File: config.mk
export PLATFORM = sky130hd
export DESIGN_NAME = logic_unit_test_sequencer
export DESIGN_NICKNAME = d
export VERILOG_FILES = /design/src/rtl/lu_test_pkg.sv /design/src/rtl/lu_settle_timer.sv /design/src/rtl/logic_unit_test_sequencer.sv
export SDC_FILE = /design/constraint.sdc
export NUM_CORES = 1
export LEC_CHECK = 0
export BUFFER_PORTS_ARGS = -buffer_cell sky130_fd_sc_hd__buf_4
export CORE_MARGIN = 2
export CORE_UTILIZATION = 55
export CTS_BUF_LIST = sky130_fd_sc_hd__clkbuf_8
export CTS_CLUSTER_DIAMETER = 60
export CTS_CLUSTER_SIZE = 25
export DETAILED_ROUTE_END_ITERATION = 10
export HOLD_SLACK_MARGIN = 0.1
export PLACE_DENSITY = 0.77
export SLEW_MARGIN = 20
export SYNTH_ARGS = -nofsm -noshare
export SYNTH_HDL_FRONTEND = slang
export SYNTH_SLANG_ARGS = --single-unit
File: constraint.sdc
create_clock -name clk -period 3.2 [get_ports clk]
set_input_delay 0.16 -clock clk [delete_from_list [all_inputs] [get_ports clk]]
set_output_delay 0.16 -clock clk [all_outputs]
set_load 0.005 [all_outputs]
File: src/rtl/lu_test_pkg.sv
// Shared types, vector constants and golden model for the logic-unit self-test.
package lu_test_pkg;

    typedef enum logic [1:0] {
        ST_IDLE   = 2'd0,
        ST_SETTLE = 2'd1,
        ST_SAMPLE = 2'd2,
        ST_DONE   = 2'd3
    } lu_state_t;

    localparam logic [1:0] VEC_00 = 2'b00;
    localparam logic [1:0] VEC_01 = 2'b01;
    localparam logic [1:0] VEC_10 = 2'b10;
    localparam logic [1:0] VEC_11 = 2'b11;

    // {out1, out2} of a healthy datapath
    function automatic logic [1:0] lu_expected(input logic in1, input logic in2);
        return {in1 ^ in2, ~in2};
    endfunction

endpackage

File: src/rtl/lu_settle_timer.sv
// Loadable down-counter with zero flag; counts down to zero and holds there.
module lu_settle_timer #(
    parameter int W = 2
) (
    input  logic         clk,
    input  logic         rst_n,
    input  logic         load,
    input  logic [W-1:0] load_val,
    output logic         zero
);

    logic [W-1:0] cnt_q;

    always_ff @(posedge clk or negedge rst_n) begin
        if (!rst_n) begin
            cnt_q <= '0;
        end else if (load) begin
            cnt_q <= load_val;
        end else if (cnt_q != '0) begin
            cnt_q <= cnt_q - W'(1);
        end
    end

    assign zero = (cnt_q == '0);

endmodule

File: src/rtl/logic_unit_test_sequencer.sv
// Self-test sequencer: sweeps the 2-input logic datapath and scores it
// against the golden model.
module logic_unit_test_sequencer
    import lu_test_pkg::*;
#(
    parameter int SETTLE_CYCLES = 2,
    parameter int LOOPS         = 1,
    parameter int ERR_W         = 4
) (
    input  logic             clk,
    input  logic             rst_n,
    input  logic             start,
    input  logic             abort,
    input  logic             dut_out1,
    input  logic             dut_out2,
    output logic             dut_in1,
    output logic             dut_in2,
    output logic             busy,
    output logic             done,
    output logic             pass,
    output logic [ERR_W-1:0] err_count,
    output logic [3:0]       fail_vec
);

    localparam int CW = $clog2(SETTLE_CYCLES + 1);
    localparam int LW = (LOOPS > 1) ? $clog2(LOOPS) : 1;
    localparam logic [CW-1:0]    SETTLE_LOAD = CW'(SETTLE_CYCLES - 1);
    localparam logic [LW-1:0]    LOOP_LAST   = LW'(LOOPS - 1);
    localparam logic [ERR_W-1:0] ERR_MAX     = '1;

    lu_state_t        state_q, state_d;
    logic [1:0]       vec_q, vec_d;
    logic [LW-1:0]    loop_q, loop_d;
    logic [ERR_W-1:0] err_q, err_d;
    logic [3:0]       fail_q, fail_d;
    logic             pass_q, pass_d;
    logic             load;
    logic             zero;
    logic             bad;

    lu_settle_timer #(
        .W(CW)
    ) u_timer (
        .clk     (clk),
        .rst_n   (rst_n),
        .load    (load),
        .load_val(SETTLE_LOAD),
        .zero    (zero)
    );

    assign bad = ({dut_out1, dut_out2} != lu_expected(vec_q[1], vec_q[0]));

    always_comb begin
        state_d = state_q;
        vec_d   = vec_q;
        loop_d  = loop_q;
        err_d   = err_q;
        fail_d  = fail_q;
        pass_d  = pass_q;
        load    = 1'b0;
        unique case (state_q)
            ST_IDLE: begin
                if (start) begin
                    state_d = ST_SETTLE;
                    vec_d   = VEC_00;
                    loop_d  = '0;
                    load    = 1'b1;
                    err_d   = '0;
                    fail_d  = '0;
                    pass_d  = 1'b0;
                end
            end
            ST_SETTLE: begin
                if (abort) begin
                    state_d = ST_IDLE;
                    vec_d   = VEC_00;
                    pass_d  = 1'b0;
                end else if (zero) begin
                    state_d = ST_SAMPLE;
                end
            end
            ST_SAMPLE: begin
                // abort discards this sample and beats the move to DONE
                if (abort) begin
                    state_d = ST_IDLE;
                    vec_d   = VEC_00;
                    pass_d  = 1'b0;
                end else begin
                    if (bad) begin
                        if (err_q != ERR_MAX) begin
                            err_d = err_q + ERR_W'(1);
                        end
                        fail_d[vec_q] = 1'b1;
                    end
                    if (vec_q != VEC_11) begin
                        vec_d   = vec_q + 2'd1;
                        load    = 1'b1;
                        state_d = ST_SETTLE;
                    end else if (loop_q != LOOP_LAST) begin
                        loop_d  = loop_q + LW'(1);
                        vec_d   = VEC_00;
                        load    = 1'b1;
                        state_d = ST_SETTLE;
                    end else begin
                        state_d = ST_DONE;
                        pass_d  = (err_d == '0);
                    end
                end
            end
            ST_DONE: begin
                state_d = ST_IDLE;
                vec_d   = VEC_00;
            end
            default: state_d = ST_IDLE;
        endcase
    end

    always_ff @(posedge clk or negedge rst_n) begin
        if (!rst_n) begin
            state_q <= ST_IDLE;
            vec_q   <= '0;
            loop_q  <= '0;
            err_q   <= '0;
            fail_q  <= '0;
            pass_q  <= 1'b0;
        end else begin
            state_q <= state_d;
            vec_q   <= vec_d;
            loop_q  <= loop_d;
            err_q   <= err_d;
            fail_q  <= fail_d;
            pass_q  <= pass_d;
        end
    end

    assign dut_in1   = vec_q[1];
    assign dut_in2   = vec_q[0];
    assign busy      = (state_q == ST_SETTLE) || (state_q == ST_SAMPLE);
    assign done      = (state_q == ST_DONE);
    assign pass      = pass_q;
    assign err_count = err_q;
    assign fail_vec  = fail_q;

endmodule
== Word level (Yosys, flattened, before mapping) ==
Cells that the tools add are included.

* Muxes and demuxes: 42
* Order comparisons: 2
* Add/sub/neg operators: 4
* Equality and inequality tests: 15
* Reductions and logical operators: 15
* Bitwise operators: 3

{| class="wikitable"
|+ Operators by type and width
! operator !! count
|-
| $mux 4 || 8
|-
| $mux 2 || 13
|-
| $pmux 2 s4 || 2
|-
| $pmux 4 s2 || 2
|-
| $mux 1 || 13
|-
| $ne 2x2->1 const B || 6
|-
| $ne 4x4->1 const B || 2
|-
| $reduce_and 4->1 || 2
|-
| $ne 3x3->1 const B || 2
|-
| $reduce_and 3->1 || 2
|-
| $reduce_bool 2->1 || 3
|-
| $reduce_and 5->1 || 1
|-
| $add 4x1->4 const B || 1
|-
| $eq 2x2->1 const B || 2
|-
| $logic_not 2->1 || 2
|-
| $logic_not 4->1 || 1
|-
| $or 4x4->4 || 1
|-
| $pmux 1 s2 || 2
|-
| $lt 2x3->1 const B || 1
|-
| $ne 3x2->1 const B || 1
|-
| $pmux 1 s3 || 1
|-
| $reduce_bool 3->1 || 1
|-
| $add 2x1->2 const B || 1
|-
| $demux 1 s2 || 1
|-
| 10 further kinds || 10
|}

* Output and inout port bits: 13
* Bits in registers: 16
* Word-level logic and storage cells: 88
* Input bits: 6

== Depth between registers and ports, before layout ==
Gate-level depths: netlist of the first run.

* Word-level depth: 10
* Gate-level depth with buffers: 7
* Gate-level depth less buffers: 6

== Modules after synthesis ==
A second synthesis of the first run with hierarchy kept.

* Cells, all modules: 104
* Area, all modules: 973.4 um^2

{| class="wikitable"
|+ Modules (own cells, without submodules)
! module !! times used !! sequential area each (um^2) !! cells each !! area each (um^2)
|-
| logic_unit_test_sequencer || 1 || 325.3 || 92 || 859.6
|-
| lu_settle_timer || 1 || 50.0 || 12 || 113.9
|}

== Worst setup path before layout of the first run ==
OpenSTA, ideal clock, no wires.

* Path type: register to register
* Start point: register vec_q[0]
* End point: register err_q[1] (netlist: err_count[1])
* Slack: 1358 ps
* Stages on the path, launching flop included: 8
* Setup time: 125 ps
* Data required time: 3075 ps
* Clock period less this slack: 1842 ps
* Arrival: 1717 ps
* Path buffers: 1
* Cell sequence: dfrtp_1 > inv_1 > ha_1 > xor2_1 > o21a_1 > buf_6 > nand3_4 > mux2_4

* Longest elaborated chain between the ends: 7
* Elaborated cells on any way between the ends: 8
* Classes of those cells: eq/ne (1); mux (5); bitwise (2)

{| class="wikitable"
|+ RTL lines
! item !! line !! RTL
|-
| from (decl) || logic_unit_test_sequencer.sv:32 || <nowiki>logic [1:0] vec_q, vec_d;</nowiki>
|-
| from (signal assigned) || logic_unit_test_sequencer.sv:128 || <nowiki>vec_q <= vec_d;</nowiki>
|-
| $xor 1x1->1 / $not 1->1 (equally long branches) || lu_test_pkg.sv:18 || <nowiki>return {in1 ^ in2, ~in2};</nowiki>
|-
| $ne 2x2->1 * || logic_unit_test_sequencer.sv:51 || <nowiki>assign bad = ({dut_out1, dut_out2} != lu_expected(vec_q[1], vec_q[0]));</nowiki>
|-
| $mux 4 * || logic_unit_test_sequencer.sv:89 || <nowiki>if (bad) begin</nowiki>
|-
| $mux 4 * || logic_unit_test_sequencer.sv:84 || <nowiki>if (abort) begin</nowiki>
|-
| $mux 4 * || logic_unit_test_sequencer.sv:61 || <nowiki>unique case (state_q)</nowiki>
|-
| $mux 4 * || logic_unit_test_sequencer.sv:84 ||
|-
| $pmux 4 s2 * || logic_unit_test_sequencer.sv:61 ||
|-
| to (signal assigned) || logic_unit_test_sequencer.sv:130 || <nowiki>err_q <= err_d;</nowiki>
|-
| to (decl) || logic_unit_test_sequencer.sv:34 || <nowiki>logic [ERR_W-1:0] err_q, err_d;</nowiki>
|}

Mark *: on every way between the ends. The rest lies on a longest branch, timed or not. The select of a mux whose other input is x is not followed.
A chain may end at the register's enable or synchronous reset.

== Final worst setup path of the first run ==
Ends and elaborated chain as after synthesis.

==> results of run 1 <==
[layer usage]
metal	vias up	global-route usage, %
met1	386	27.82
met3	9	4.314
met5	-	0
met2	38	35.56
met4	0	10.86
li1	410	-
[worst min path at each step]
stage	slack (ps)	from	to	depth (start not counted)
after global placement	30	rst_n	fail_vec[1]$_DFFE_PN0P_	1
final	250	abort	state_q[1]$_DFFE_PN0P_	4
after CTS	250	abort	state_q[1]$_DFFE_PN0P_	4
after global routing	290	abort	state_q[1]$_DFFE_PN0P_	4
after detailed placement	30	rst_n	fail_vec[1]$_DFFE_PN0P_	1
after floorplan	-140	rst_n	err_count[0]$_DFFE_PN0P_	0
[cell families (layout without fill, tap and decap cells)]
group,count (synthesis),count (layout),synth area share [%]
buf+inv,13,34,6.030
xor+xnor,3,3,2.639
fa+ha+maj,11,11,13.82
mux,4,4,4.648
compound gates,29,29,17.97
flops,15,15,37.69
simple gates,30,30,17.21
[cells in the final DEF (no fill, tap or decap), drive strengths merged]
master       Yosys  layout
clkbuf           0       3
xor2             2       2
dlygate4sd3      0       1
nand3            3       3
o211ai           5       5
and4b            2       2
nand2b           3       3
xnor2            1       1
a311oi           1       1
nor2             8       8
a32o             1       1
nand2            5       5
or4              1       1
nor3             2       2
a21oi            8       8
a211oi           1       1
a31oi            2       2
o21ai           10      10
buf              2      18
nor2b            4       4
o21a             1       1
and3             2       2
dfrtp           15      15
inv             11      12
mux2i            2       2
mux2             2       2
ha              11      11
[worst max-delay path, cell delays in order (launching register included)]
cell and delay [ps]:
dfrtp_1 480, inv_1 110, ha_1 320, xor2_1 320, o21a_1 410, nand3_4 120
mux2_4 310
[cells in the mapped netlist (all sizes together)]
library cell,number
nand2b,3
and4b,2
dfrtp,15
a311oi,1
nor3,2
a31oi,2
nor2,8
nor2b,4
ha,11
mux2,2
a211oi,1
mux2i,2
a32o,1
a21oi,8
xnor2,1
inv,11
nand2,5
or4,1
o21a,1
o21ai,10
xor2,2
o211ai,5
buf,2
nand3,3
and3,2
[final cells by class]
type                            instances  area, sq um  area share, %
Clock buffer                            3        41.29          3.445
Clock inverter                          1        3.754         0.3132
Inverter                               11        41.29          3.445
Multi-Input combinational cell         77        560.5          46.76
Sequential cell                        15        375.4          31.32
Tap cell                               25        31.28          2.610
Timing Repair Buffer                   19        145.1          12.11
[registers in the layout (all words and copies together), names as in the netlist]
name / cells
vec_q: 2
fail_vec: 4
u_timer.cnt_q: 2
pass: 1
err_count: 4
state_q: 2
[power by group]
group / internal, mW / leakage, nW / switching [mW]
logic: 0.169 / 0.360 / 0.226
registers: 0.236 / 0.200 / 0.0424
clock network: 0.0850 / 0.0269 / 0.0694
==> key figures, run 1 <==
Outcome
  • Status: completed

CTS
  • CTS sink count: 15
  • # hold bufs at CTS: 1
  • Root buffer cell: clkbuf_8
  • CTS Buf Count: 3
  • Resize count post-CTS: 0
  • CTS tree: done
  • Clock Pin Slew Worst Setup and Hold Paths: 60 ps
  • CTS HTree Levels: 1
  • Worst skew pair latency: 250 ps
  • CTS Buffer Depth: 2
  • Setup Fix Bufs, Post-CTS: 0

Critical path
  • CP Capture Point: err_count[1]$_DFFE_PN0P_
  • Crit end category: register
  • Crit path DAT: 2310 ps
  • Worst reg2reg path startpoint: vec_q[0]$_DFFE_PN0P_
  • Worst Setup SP: vec_q[0]$_DFFE_PN0P_
  • Reg2Reg Capture Point: err_count[1]$_DFFE_PN0P_
  • Crit path max fanout: 9
  • FF-to-FF setup slack: 1020 ps
  • R2r worst-path depth: 6
  • CP Data Required Time: 3340 ps
  • Crit path kind: reg -> reg
  • Setup crit start kind: register

Route
  • Met3 WL post-DR: 129 um
  • Uppermost layer routed: met4
  • DR WL met2: 1032 um
  • Residual DRC: 0
  • Post-DR wirelength/cell: 14.29 um
  • Vias: 843
  • Initial DRT Pass Iterations: 4
  • Routed met1 length: 938 um
  • Total Wirelength: 2158 um
  • Initial DRC count: 20
  • Final ANT Viol Nets: 0
  • Vias per cell: 5.583

STA
  • Max-slew violations: 0
  • Tmin final: 2175 ps
  • Setup TNS: 0 ps
  • Setup ws final: 1025 ps
  • Worst-margin pin slew: 558.5 ps
  • Final Hold Fails: 0
  • RSZ-0062 raised after global routing: false
  • Slew HR: 62.63%
  • Setup Skew: 0.4841 ps
  • Period utilization: 67.98%
  • Finish-stage setup viols: 0
  • Hold Slack: 246.8 ps
  • F_max: 0.4597 GHz

Yosys
  • Cells after Synth: 105
  • Area contributors post-synth: dfrtp_1 38%, ha_1 14%, o21ai_0 5.0%
  • Number of library cell types mapped by synthesis: 29
  • Post-synthesis sequential area ratio: 37.69%
  • Syn Std Cell Area: 996.0 sq um
  • Syn_nets: 122
  • Yosys warns: 0
  • Share of the synthesized area in the top cell type: 37.69%
  • Synth area leader: dfrtp_1
  • Mean Syn Cell Area: 9.485 sq um
  • Flops & latches, synth: 15

Global route
  • Congestion Overflow GR: 0
  • All-Layer GR Usage: 22.06%
  • Initial antenna violation count: 0
  • Vias in the first global route: 768
  • Largest net degree at the start of global routing: 16
  • First-pass GRT wire length: 3318 um

Cells and area
  • Layout cells sized above 1: 20.63%
  • Fin cells: 151
  • Fill cells: 142
  • ANT cells: 0
  • Final net count: 144
  • Area grow syn2layout: 20.35%
  • Design area: 1199 sq um
  • Final Util: 70.18%

Power
  • Cell Pwr Density: 690.5 nW/um^2
  • Leakage: 0.5873 nW
  • Worst vdd ir: 407.5 uV
  • Final Total Pwr: 827.7 uW

Run
  • Max Cap Violations: 0

Place
  • Placement Setup Slack: 1048 ps
  • RePlAce Congestion: 0.7743
  • HPWL after DPL: 1632 um
  • Input/output buffers: 18
  • Placed cells: 146
  • Post-place instance area: 1144 sq um

Die
  • Row count: 15
  • Area of the core: 1708 sq um
  • Die area: 2167 sq um
  • Top Ports: 19
  • Die Span Y: 46.56 um
  • Die X: 46.56 um
  • Initial core utilization: 58.32%

Worst hold path
  • Hold WC Path Type: in -> reg
Note: power is estimated with default switching activity, not from simulation.
==> run 2, diff against run 1 <==
--- a/config.mk
+++ b/config.mk
@@ -5,15 +5,16 @@
 export SDC_FILE = /design/constraint.sdc
 export NUM_CORES = 1
 export LEC_CHECK = 0
+export ABC_AREA = 1
 export BUFFER_PORTS_ARGS = -buffer_cell sky130_fd_sc_hd__buf_4
 export CORE_MARGIN = 2
-export CORE_UTILIZATION = 55
+export CORE_UTILIZATION = 51
 export CTS_BUF_LIST = sky130_fd_sc_hd__clkbuf_8
 export CTS_CLUSTER_DIAMETER = 60
 export CTS_CLUSTER_SIZE = 25
 export DETAILED_ROUTE_END_ITERATION = 10
 export HOLD_SLACK_MARGIN = 0.1
-export PLACE_DENSITY = 0.77
+export PLACE_DENSITY = 0.75
 export SLEW_MARGIN = 20
 export SYNTH_ARGS = -nofsm -noshare
 export SYNTH_HDL_FRONTEND = slang
==> constraint.sdc (replaced) <==
create_clock -name clk -period 1.9 [get_ports clk]
set_input_delay 0.095 -clock clk [delete_from_list [all_inputs] [get_ports clk]]
set_output_delay 0.095 -clock clk [all_outputs]
set_load 0.005 [all_outputs]
==> run 2 against run 1 <==
Utilization decreased by 5.5 points; fmax up 31%; sequential power rose by 61%; clock power increased by 69%; critical path type unchanged; flip-flop and latch count unchanged.
==> key figures, run 2 <==
Outcome
  • Status: completed

Cells and area
  • Final Util: 64.65% (-5.5 points)
  • Commonest non-fill, non-tap cell in the layout: nand2_1
  • Layout cells sized above 1: 21.79% (+1.2 points)
  • Final net count: 174 (+21%)
  • Area grow syn2layout: 22.14%
  • Design area: 1242 sq um (+3.7%)
  • ANT cells: 0 (unchanged)
  • Commonest non-fill, non-tap cells in the layout: 39 x nand2_1, 18 x buf_4, 15 x dfrtp_1

Critical path
  • Worst reg2reg path startpoint: vec_q[0]$_DFFE_PN0P_
  • Setup crit start kind: register
  • Crit path DAT: 1800 ps (-510 ps)
  • Crit end category: register
  • R2r worst-path depth: 12 (+6)
  • Crit path max fanout: 7 (-2)
  • CP Data Required Time: 2040 ps (-1300 ps)
  • Crit path kind: reg -> reg
  • Reg2Reg Capture Point: pass$_DFFE_PN0P_
  • FF-to-FF setup slack: 240 ps (-790 ps)

Yosys
  • Share of the synthesized area in the top cell type: 36.90% (-0.79 points)
  • Number of library cell types mapped by synthesis: 20 (-31%)
  • Yosys warns: 0 (unchanged)
  • Syn_nets: 150 (+23%)
  • Number of flops mapped to enable cells by yosys: 0 (unchanged)
  • Post-synthesis mux area share: 0% (-4.6 points)
  • Mean Syn Cell Area: 7.648 sq um (-19%)
  • Most instantiated cells after synthesis: 39 x nand2_1, 15 x dfrtp_1, 14 x inv_1, 12 x o21ai_1, 11 x ha_1
  • Flops & latches, synth: 15 (unchanged)
  • Cells after Synth: 133 (+27%)
  • Adder-cell share of the synthesized area: 13.53% (-0.29 points)
  • Largest family of logic cells by synthesized area: simple AND/OR/NAND/NOR gates
  • Post-synthesis sequential area ratio: 36.90% (-0.79 points)
  • Count leader, synth: nand2_1
  • Synth area leader: dfrtp_1
  • XOR/XNOR Fraction of Synth Area: 0.8610% (-1.8 points)
  • Syn Std Cell Area: 1017 sq um (+2.1%)
  • Synth Area in Compound Gates: 12.67% (-5.3 points)
  • Async SR Flop Fraction: 100.0% (unchanged)
  • Area contributors post-synth: dfrtp_1 37%, nand2_1 14%, ha_1 14%
  • Main flop type after synthesis: dfrtp_1
  • Simple-gate share of the synthesized area: 29.03% (+12 points)

Die
  • Die Span Y: 48.66 um (+4.5%)
  • Die area: 2368 sq um (+9.2%)
  • Area of the core: 1922 sq um (+13%)
  • Row count: 16 (+1)
  • Die X: 48.66 um (+4.5%)
  • Top Ports: 19 (unchanged)
  • Initial core utilization: 52.93% (-5.4 points)

CTS
  • CTS Buf Count: 3 (unchanged)
  • Setup Fix Bufs, Post-CTS: 0 (unchanged)
  • CTS tree: done
  • CTS Buffer Depth: 2 (unchanged)
  • Clock Pin Slew Worst Setup and Hold Paths: 60 ps (about the same)
  • Worst skew pair latency: 250 ps (about the same)
  • Root buffer cell: clkbuf_8
  • CTS HTree Levels: 1 (unchanged)
  • CTS sink count: 15 (unchanged)

Route
  • Total Wirelength: 2071 um (-4.0%)
  • Post-DR wirelength/cell: 11.32 um (-21%)
  • Vias: 934 (+11%)
  • Residual DRC: 0 (unchanged)
  • Final ANT Viol Nets: 0 (unchanged)
  • Initial DRT Pass Iterations: 4 (unchanged)
  • Initial DRC count: 17 (-15%)
  • Vias per cell: 5.104 (-8.6%)

Power
  • Leakage: 0.6624 nW (+13%)
  • Cell Pwr Density: 1018 nW/um^2 (+47%)
  • Comb power frac: 44.0% (-3.7 points)
  • Final Total Pwr: 1.265 mW (+53%)
  • Switch share: 39.92% (-0.89 points)
  • Sequential share of power: 35.4% (+1.8 points)
  • Clock Power Share: 20.6% (+2.0 points)
  • Int Pwr: 760.0 uW (+55%)
  • Net Switching: 505.0 uW (+50%)
  • Worst vdd ir: 680.1 uV (+67%)

Global route
  • Congestion Overflow GR: 0 (unchanged)
  • All-Layer GR Usage: 19.19% (-2.9 points)
  • Vias in the first global route: 883 (+15%)
  • First-pass GRT wire length: 3636 um (+9.6%)
  • Initial antenna violation count: 0 (unchanged)
  • Largest net degree at the start of global routing: 16 (unchanged)

Place
  • Input/output buffers: 18 (unchanged)
  • HPWL after DPL: 1640 um (+0.47%)
  • RePlAce Congestion: 0.8750 (+13%)
  • Post-place instance area: 1186 sq um (+3.7%)
  • Placement Setup Slack: 250.2 ps (-797.7 ps)

STA
  • F_max: 0.6009 GHz (+31%)
  • Setup TNS: 0 ps (unchanged)
  • Slew HR: 83.23% (+21 points)
  • Max-slew violations: 0 (unchanged)
  • Finish-stage setup viols: 0 (unchanged)
  • Final Hold Fails: 0 (unchanged)
  • Tmin final: 1664 ps (-511.4 ps)
  • Period utilization: 87.58% (+20 points)
  • RSZ-0062 raised after global routing: false
  • Setup Skew: 0.6057 ps (+0.1216 ps)
  • Setup ws final: 235.9 ps (-788.6 ps)
  • Worst-margin pin slew: 251.5 ps (-306.9 ps)

Worst hold path
  • Hold depth: 3 (-1)
  • WHS Endpoint: u_timer.cnt_q[0]$_DFFE_PN0P_
  • Hold WC Path Type: in -> reg
  • Hold Path Origin: start

Run
  • Max Cap Violations: 0 (unchanged)
==> run 2: cell types whose count changed after synthesis, sizes merged, moves of 3 or more <==
cell / previous run / this run
inv: 11 / 19
o21ai: 10 / 19
nand2: 5 / 43
a21oi: 8 / 3
o211ai: 5 / 0
nor2b: 4 / 0
nand2b: 3 / 0
nand3: 3 / 9
==> run 2: worst max path at each step <==
stage	from	endpoint
finish	vec_q[0]$_DFFE_PN0P_	pass$_DFFE_PN0P_
global route	vec_q[0]$_DFFE_PN0P_	fail_vec[2]$_DFFE_PN0P_
CTS	vec_q[0]$_DFFE_PN0P_	pass$_DFFE_PN0P_
detailed placement	vec_q[0]$_DFFE_PN0P_	pass$_DFFE_PN0P_
global placement	vec_q[0]$_DFFE_PN0P_	pass$_DFFE_PN0P_
floorplan	vec_q[0]$_DFFE_PN0P_	pass$_DFFE_PN0P_
==> run 2: cell families (layout without fill, tap and decap cells) <==
kind of cell             after synthesis  in the layout
flip-flops                            15             15
AND/OR/NAND/NOR                       64             64
AO/OA/AOI/OAI                         23             23
buffers and inverters                 19             42
adder cells (fa/ha/maj)               11             11
XOR/XNOR                               1              1
==> run 2: layout make-up <==
type / count / area, sq um
Sequential cell: 15 / 375.4
Clock buffer: 3 / 41.29
Clock inverter: 1 / 5.005
Timing Repair Buffer: 19 / 145.1
Tap cell: 27 / 33.78
Multi-Input combinational cell: 99 / 570.5
Fill cell: 183 / 679.4
Inverter: 19 / 71.32
==> run 2: per-stage QoR <==
step                hold slack (ps)  cells
global route                  121.5    183
CTS                           101.1    183
finish                        107.2    183
global placement             -38.87    178
floorplan                    -200.6    133
detailed placement           -33.85    178
==> run 2: repair_timing <==
action                                 4_1_cts  5_1_grt
resized for setup                            0        0
endpoints found under the hold margin       15        0
hold buffers                                 1        0
==> run 2: routing by layer <==
metal	routed length [um]	track usage (%)
met1	938	25.15
met4	23	6.667
met3	69	2.469
met2	1040	32.65
met5	0	0
==> run 2: critical path, cell delays in order (launching register included) <==
cell     delay, ps
dfrtp_1        480
inv_2           80
ha_1           310
inv_2           70
nand2_1         40
nand2_1        130
nand2_4        100
nand2_1         70
nand2_1         40
nand2_1         80
nor2_1          40
nand2_1         50
nand2_1         40
==> run 2: power by group through the flow <==
stage	sequential [mW]	clock, mW	combinational (mW)
final	0.447	0.261	0.557
after global routing	0.458	0.281	0.636
after CTS	0.448	0.265	0.561
after detailed placement	0.453	0	0.559
after global placement	0.448	0	0.540
after floorplan	0.440	0	0.392
